--- config.mk ---
export PLATFORM = sky130hd
export DESIGN_NAME = keypad_scan_ctrl
export DESIGN_NICKNAME = d
export VERILOG_FILES = /design/src/rtl/keypad_scan_ctrl.sv
export SDC_FILE = /design/constraint.sdc
export NUM_CORES = 1
export LEC_CHECK = 0
export ABC_AREA = 1
export CAP_MARGIN = 5
export CORE_MARGIN = 2
export CORE_UTILIZATION = 25
export DETAILED_ROUTE_END_ITERATION = 10
export HOLD_SLACK_MARGIN = 0.05
export PLACE_DENSITY = 0.49
export SLEW_MARGIN = 20
export SYNTH_ARGS = -nofsm -noshare
export SYNTH_HDL_FRONTEND = slang
export SYNTH_SLANG_ARGS = --single-unit
--- constraint.sdc ---
create_clock -name clk -period 2.72 [get_ports clk]
set_input_delay 0.544 -clock clk [delete_from_list [all_inputs] [get_ports clk]]
set_output_delay 0.544 -clock clk [all_outputs]
set_load 0.1 [all_outputs]
--- src/rtl/keypad_scan_ctrl.sv ---
// 4x4 matrix keypad scanner: rotates a single low row, debounces press and release.
// Accepted press updates key_code and pulses key_valid for one cycle; key_held spans press and release debounce.
module keypad_scan_ctrl #(
    parameter int SCAN_CYCLES     = 256,
    parameter int DEBOUNCE_CYCLES = 480000
) (
    input  logic       clk,
    input  logic       reset,
    output logic [3:0] keypad_rows,
    input  logic [3:0] keypad_cols,
    output logic [3:0] key_code,
    output logic       key_valid,
    output logic       key_held
);

    localparam int DW = $clog2(SCAN_CYCLES) + 1;
    localparam int CW = $clog2(DEBOUNCE_CYCLES) + 1;
    localparam logic [DW-1:0] DWELL_LAST = DW'(SCAN_CYCLES - 1);
    localparam logic [CW-1:0] DB_LAST    = CW'(DEBOUNCE_CYCLES);

    typedef enum logic [1:0] {
        SCAN     = 2'd0,
        DEBOUNCE = 2'd1,
        HELD     = 2'd2,
        RELEASE  = 2'd3
    } state_t;

    state_t        state, state_nxt;
    logic [1:0]    row_idx, row_nxt;
    logic [1:0]    col_idx, col_nxt;
    logic [DW-1:0] dwell, dwell_nxt;
    logic [CW-1:0] cnt, cnt_nxt;
    logic [3:0]    code_nxt;
    logic          valid_nxt;
    logic [3:0]    cols_s1, cols_s2;
    logic          col_bit;
    logic          any_low;

    function automatic logic [1:0] low_col(input logic [3:0] c);
        if (!c[0])      return 2'd0;
        else if (!c[1]) return 2'd1;
        else if (!c[2]) return 2'd2;
        else            return 2'd3;
    endfunction

    function automatic logic [3:0] key_map(input logic [1:0] r, input logic [1:0] c);
        case ({r, c})
            4'd0:    return 4'h1;
            4'd1:    return 4'h2;
            4'd2:    return 4'h3;
            4'd3:    return 4'hA;
            4'd4:    return 4'h4;
            4'd5:    return 4'h5;
            4'd6:    return 4'h6;
            4'd7:    return 4'hB;
            4'd8:    return 4'h7;
            4'd9:    return 4'h8;
            4'd10:   return 4'h9;
            4'd11:   return 4'hC;
            4'd12:   return 4'hE;
            4'd13:   return 4'h0;
            4'd14:   return 4'hF;
            default: return 4'hD;
        endcase
    endfunction

    assign keypad_rows = ~(4'b0001 << row_idx);
    assign key_held    = (state == HELD) || (state == RELEASE);
    assign col_bit     = cols_s2[col_idx];
    assign any_low     = (cols_s2 != 4'hF);

    always_ff @(posedge clk or negedge reset) begin
        if (!reset) begin
            state     <= SCAN;
            row_idx   <= 2'd0;
            col_idx   <= 2'd0;
            dwell     <= '0;
            cnt       <= '0;
            key_code  <= 4'h0;
            key_valid <= 1'b0;
            cols_s1   <= 4'h0;
            cols_s2   <= 4'h0;
        end else begin
            state     <= state_nxt;
            row_idx   <= row_nxt;
            col_idx   <= col_nxt;
            dwell     <= dwell_nxt;
            cnt       <= cnt_nxt;
            key_code  <= code_nxt;
            key_valid <= valid_nxt;
            cols_s1   <= keypad_cols;
            cols_s2   <= cols_s1;
        end
    end

    always_comb begin
        state_nxt = state;
        row_nxt   = row_idx;
        col_nxt   = col_idx;
        dwell_nxt = dwell;
        cnt_nxt   = cnt;
        code_nxt  = key_code;
        valid_nxt = 1'b0;
        case (state)
            SCAN: begin
                if (dwell == DWELL_LAST) begin
                    dwell_nxt = '0;
                    if (any_low) begin
                        col_nxt   = low_col(cols_s2);
                        cnt_nxt   = '0;
                        state_nxt = DEBOUNCE;
                    end else begin
                        row_nxt = row_idx + 2'd1;
                    end
                end else begin
                    dwell_nxt = dwell + DW'(1);
                end
            end
            DEBOUNCE: begin
                if (cnt == DB_LAST) begin
                    code_nxt  = key_map(row_idx, col_idx);
                    valid_nxt = 1'b1;
                    cnt_nxt   = '0;
                    state_nxt = HELD;
                end else if (col_bit) begin
                    // Bounce: resume the same row from a fresh dwell.
                    cnt_nxt   = '0;
                    dwell_nxt = '0;
                    state_nxt = SCAN;
                end else begin
                    cnt_nxt = cnt + CW'(1);
                end
            end
            HELD: begin
                if (col_bit) begin
                    cnt_nxt   = '0;
                    state_nxt = RELEASE;
                end
            end
            RELEASE: begin
                if (any_low) begin
                    cnt_nxt   = '0;
                    state_nxt = HELD;
                end else if (cnt == DB_LAST) begin
                    cnt_nxt   = '0;
                    dwell_nxt = '0;
                    row_nxt   = row_idx + 2'd1;
                    state_nxt = SCAN;
                end else begin
                    cnt_nxt = cnt + CW'(1);
                end
            end
            default: state_nxt = SCAN;
        endcase
    end

endmodule

# --- Yosys cells after proc, flatten, opt, wreduce, memory -nomap -nowiden ---
# Memory sizes are Yosys's and may differ from the RTL's. A register that Yosys moved wholly into a read port is not among the register bits.
# Cells that the tools add are included.
# Widths: inputs -> output; s select.
totals:
  ram_bits: 0
  elab_cells: 76
  mem_count: 1
  latch_bits: 0
  ff_bits: 44
  mem_bits_ro: 64
  inputBits: 6
classes:
  n_div: 0
  mux: 34
  n_reduce_logical: 11
  n_eq_ne: 16
  magnitude_cmp: 1
  addsub: 3
  n_mul: 0
  shift: 1
  n_bitwise: 1
memory_table:
  columns: ["name", "depth", "word_bits", "read_ports", "rd_ports_with_merged_regs", "wr", "line_no", "source"]
  rows:
  - ["(name not given)", 16, 4, 1, 1, 0, "47", "case ({r, c})"]
op_table:
  columns: ["operator", "n"]
  rows:
  - ["$mux 20", 7]
  - ["$pmux 20 s4", 1]
  - ["$mux 9", 5]
  - ["$pmux 9 s3", 1]
  - ["$mux 2", 13]
  - ["$add 20x1->20 const B", 1]
  - ["$eq 20x19->1 const B", 1]
  - ["$reduce_and 5->1", 3]
  - ["$ne 2x2->1 const B", 7]
  - ["$add 9x1->9 const B", 1]
  - ["$eq 9x8->1 const B", 1]
  - ["$pmux 2 s4", 1]
  - ["$reduce_and 3->1", 2]
  - ["$eq 2x2->1 const B", 2]
  - ["$mux 1", 4]
  - ["$ne 4x4->1 const B", 1]
  - ["$not 4->4", 1]
  - ["$pmux 2 s2", 1]
  - ["$shl 1x2->4 const A", 1]
  - ["$lt 2x3->1 const B", 1]
  - ["$ne 3x2->1 const B", 1]
  - ["$ne 3x3->1 const B", 1]
  - ["$reduce_bool 3->1", 1]
  - ["$add 2x1->2 const B", 1]
  - ["8 further kinds", 8]

# --- Longest topological paths before layout ---
logic_depth:
  depth_word: 5
  ltp_mapped: 12

# --- Worst setup path after synthesis ---
# OpenSTA, ideal clock, no wires.
synth_path:
  path_kind: "reg2out"
  from: "register row_idx[0]"
  to: "output port keypad_rows[0]"
  t_required_ns: 2.176
  path_slack_ns: 0.671
  arrival_time_ns: 1.505
  stages_incl_launch_ff: 5
  n_path_buf: 1
  path_cell_list: "dfrtp_1 > clkbuf_1 > inv_1 > ha_1 > inv_1"
synth_via:
  elab_chain_len: 2
synth_rtl:
  columns: ["item", "line_no", "source"]
  rows:
  - ["start, declared", "29", "logic [1:0] row_idx, row_nxt;"]
  - ["start signal, assigned", "85", "row_idx <= row_nxt;"]
  - ["$shl 1x2->4", "67", "assign keypad_rows = ~(4'b0001 << row_idx);"]
  - ["$not 4->4", "67", null]
  - ["end, declared", "9", "output logic [3:0] keypad_rows,"]
# Every way passes these cells.

# --- Worst setup path after layout ---
# Ends and elaborated chain as after synthesis.

==> flow_summary.ini <==
[logic_synthesis]
netlist_area_sq_um = 2973
synth_xor_area_frac = 0.002946
syn_avg_cell_area_sq_um = 7.451
ys_warn_count = 0
yosys.area_share.simple = 0.3321
synthArstFlopShare = 1.000
synth_top_family_by_area = simple AND/OR/NAND/NOR gates
synthMuxAreaShare = 0
synth_edf_count = 0
synthFlopType = dfrtp_1
synth-compound-area-share = 0.09343
synth.net_count = 422
ys_seq_area_frac = 0.4040
ys_seq_elements = 48
synth_cell_types = 33
synthAdderAreaFrac = 0.07155
syn_inst = 399

[cts]
root_buffer = clkbuf_16
cts_tree = done
hold_buffers = 0
clock-sinks = 48
cts_htree_levels = 2
clock_tree.buffer_depth = 2
cts_setup_buffers = 0
cts_resized = 0
cts_buffers = 5
clock_latency_ns = 0.30
path_clk_slew_ns = 0.07

[place]
post-dp-hpwl_microns = 4560
place_inst = 553
dpl_cell_area_sq_um = 3231
io_buffers = 15
routabilityCongestion = 0.8128

[timing]
timing.hold.ws_ns = 0.3503
grt_setup_unrepaired = no
fmax_mhz = 475.0
skew_ns = 0.01298
tightest_slew_ns = 0.6263
setup-tns-final_ns = 0
finalHoldViolations = 0
final.period_utilization = 0.7739
layout_min_cycle_time_ns = 2.105
finalSetupViolations = 0
slew_violations = 0
relSlewSlack = 0.5825

[die]
start_util = 0.2581
fp-row-count = 39
core_sq_um = 11520
die_w_microns = 113.0
die_y_microns = 113.0
die_area_sq_um = 12780
io_pins = 16

[flow_run]
drv_cap = 0

[grt]
grt_usage = 0.1060
grt_max_degree = 49
grt_overflow_total = 0
antenna_found_initial = 0
grt_pass1_wl_microns = 10980
grt_pass1_vias = 2292

[critical_path]
crit_type = register to output port
crit_arrival_ns = 1.56
critPathLaunchType = register
crit_required_ns = 2.18
cp-end-kind = output port
worstPathMaxFanout = 10

[power]
ir_drop_mv = 0.2751
p_leak_nw = 1.663
power.density_nw_per_um2 = 455.5
fin_total_pwr_mw = 1.560

[cells_and_area]
final_cell_mix = 101 x nand2_1, 56 x inv_1, 48 x dfrtp_1
syn_to_final_growth_pct = 15.19
drive_gt1_frac = 0.09809
antenna_cells = 0
final_nets = 440
fin_area_sq_um = 3425
fin_cells = 561
n_fill_cell = 1243
multiInputGateArea_sq_um = 1486
register_area_sq_um = 1201
final_common_cell = nand2_1

[routing]
drtAntennaViolNets = 0
avgRoutedWirePerCell_microns = 11.27
vias = 2524
finalWirelength_microns = 6323
drc_errors = 2
vias_per_cell = 4.499
first_iter_violations = 102
dr.pass1.iters = 7

[outcome]
status = finished, violations left
violations = DRC

[min_path]
min_path_type = register to register
## worst max-delay path: stages (launching register included)
cell     delay (ns)
dfrtp_1        0.53
inv_1          0.18
ha_1           0.23
inv_1          0.05
buf_4          0.28
## path summary, 6_finish.rpt
kind                                  from             end  slack, ns  cells after the start
min in group asynchronous            reset          cnt[7]       0.36                      2
worst max register to register    dwell[0]         cnt[14]       0.78                     11
worst min register to register  cols_s1[2]      cols_s2[2]       0.35                      0
worst min-delay path            cols_s1[2]      cols_s2[2]       0.35                      0
worst max-delay path            row_idx[0]  keypad_rows[0]       0.61                      4
max in group asynchronous            reset        state[1]       1.94                      2
## metal layers
metal | GRT usage | share of wire
met5 | 0 | 0
met4 | 0.03415 | 0.013
met3 | 0.02303 | 0.038
met2 | 0.1637 | 0.45
met1 | 0.1481 | 0.49
## power by group
| part | internal (mW) | leakage [nW] | switching [mW] |
|---|---|---|---|
| Sequential | 0.719 | 0.638 | 0.00263 |
| Combinational | 0.00808 | 0.930 | 0.0179 |
| Clock | 0.530 | 0.0944 | 0.282 |
## through the flow
step,util,setup slack [ns]
floorplan,-,0.6712
global placement,0.2805,0.7667
detailed placement,0.2805,0.7849
CTS,0.2974,0.6020
global route,0.2974,0.4970
finish,0.2974,0.6149
## layout make-up
type | instances | area share
Inverter | 61 | 0.06686
Clock inverter | 3 | 0.02010
Clock buffer | 5 | 0.03654
Tap cell | 143 | 0.05225
Timing Repair Buffer | 17 | 0.03946
Sequential cell | 48 | 0.3507
Multi-Input combinational cell | 284 | 0.4341
## cells in the mapped netlist, types with 2 or more instances
| master | instances | share of area |
|---|---|---|
| a21o_1 | 2 | 0.0050 |
| o21ai_1 | 15 | 0.025 |
| nand2_1 | 101 | 0.13 |
| nand3_2 | 2 | 0.0067 |
| nand4_1 | 6 | 0.013 |
| a21oi_1 | 8 | 0.013 |
| or2_2 | 2 | 0.0042 |
| o31ai_1 | 2 | 0.0050 |
| nor3_1 | 8 | 0.013 |
| dfrtp_1 | 48 | 0.40 |
| nand2_4 | 2 | 0.0076 |
| o21a_1 | 3 | 0.0076 |
| nand3_1 | 34 | 0.057 |
| buf_6 | 4 | 0.015 |
| inv_1 | 56 | 0.071 |
| nor2_2 | 4 | 0.0084 |
| nor2_1 | 44 | 0.056 |
| nand3b_1 | 5 | 0.013 |
| o21ai_0 | 19 | 0.032 |
| ha_1 | 17 | 0.072 |
| inv_2 | 5 | 0.0063 |
## sequential cells by signal (all words and copies together), names as in the netlist
name,flops
row_idx,2
col_idx,2
dwell,9
cols_s2,4
key_valid,1
state,2
cols_s1,4
key_code,4
cnt,20
## cells by family (layout without fill, tap and decap cells)
| kind of cell | count (synthesis) | after routing |
|---|---|---|
| buf+inv | 67 | 86 |
| compound gates | 51 | 51 |
| simple gates | 215 | 215 |
| fa+ha+maj | 17 | 17 |
| flops | 48 | 48 |
| xor+xnor | 1 | 1 |
Note: power is estimated with default switching activity, not from simulation.
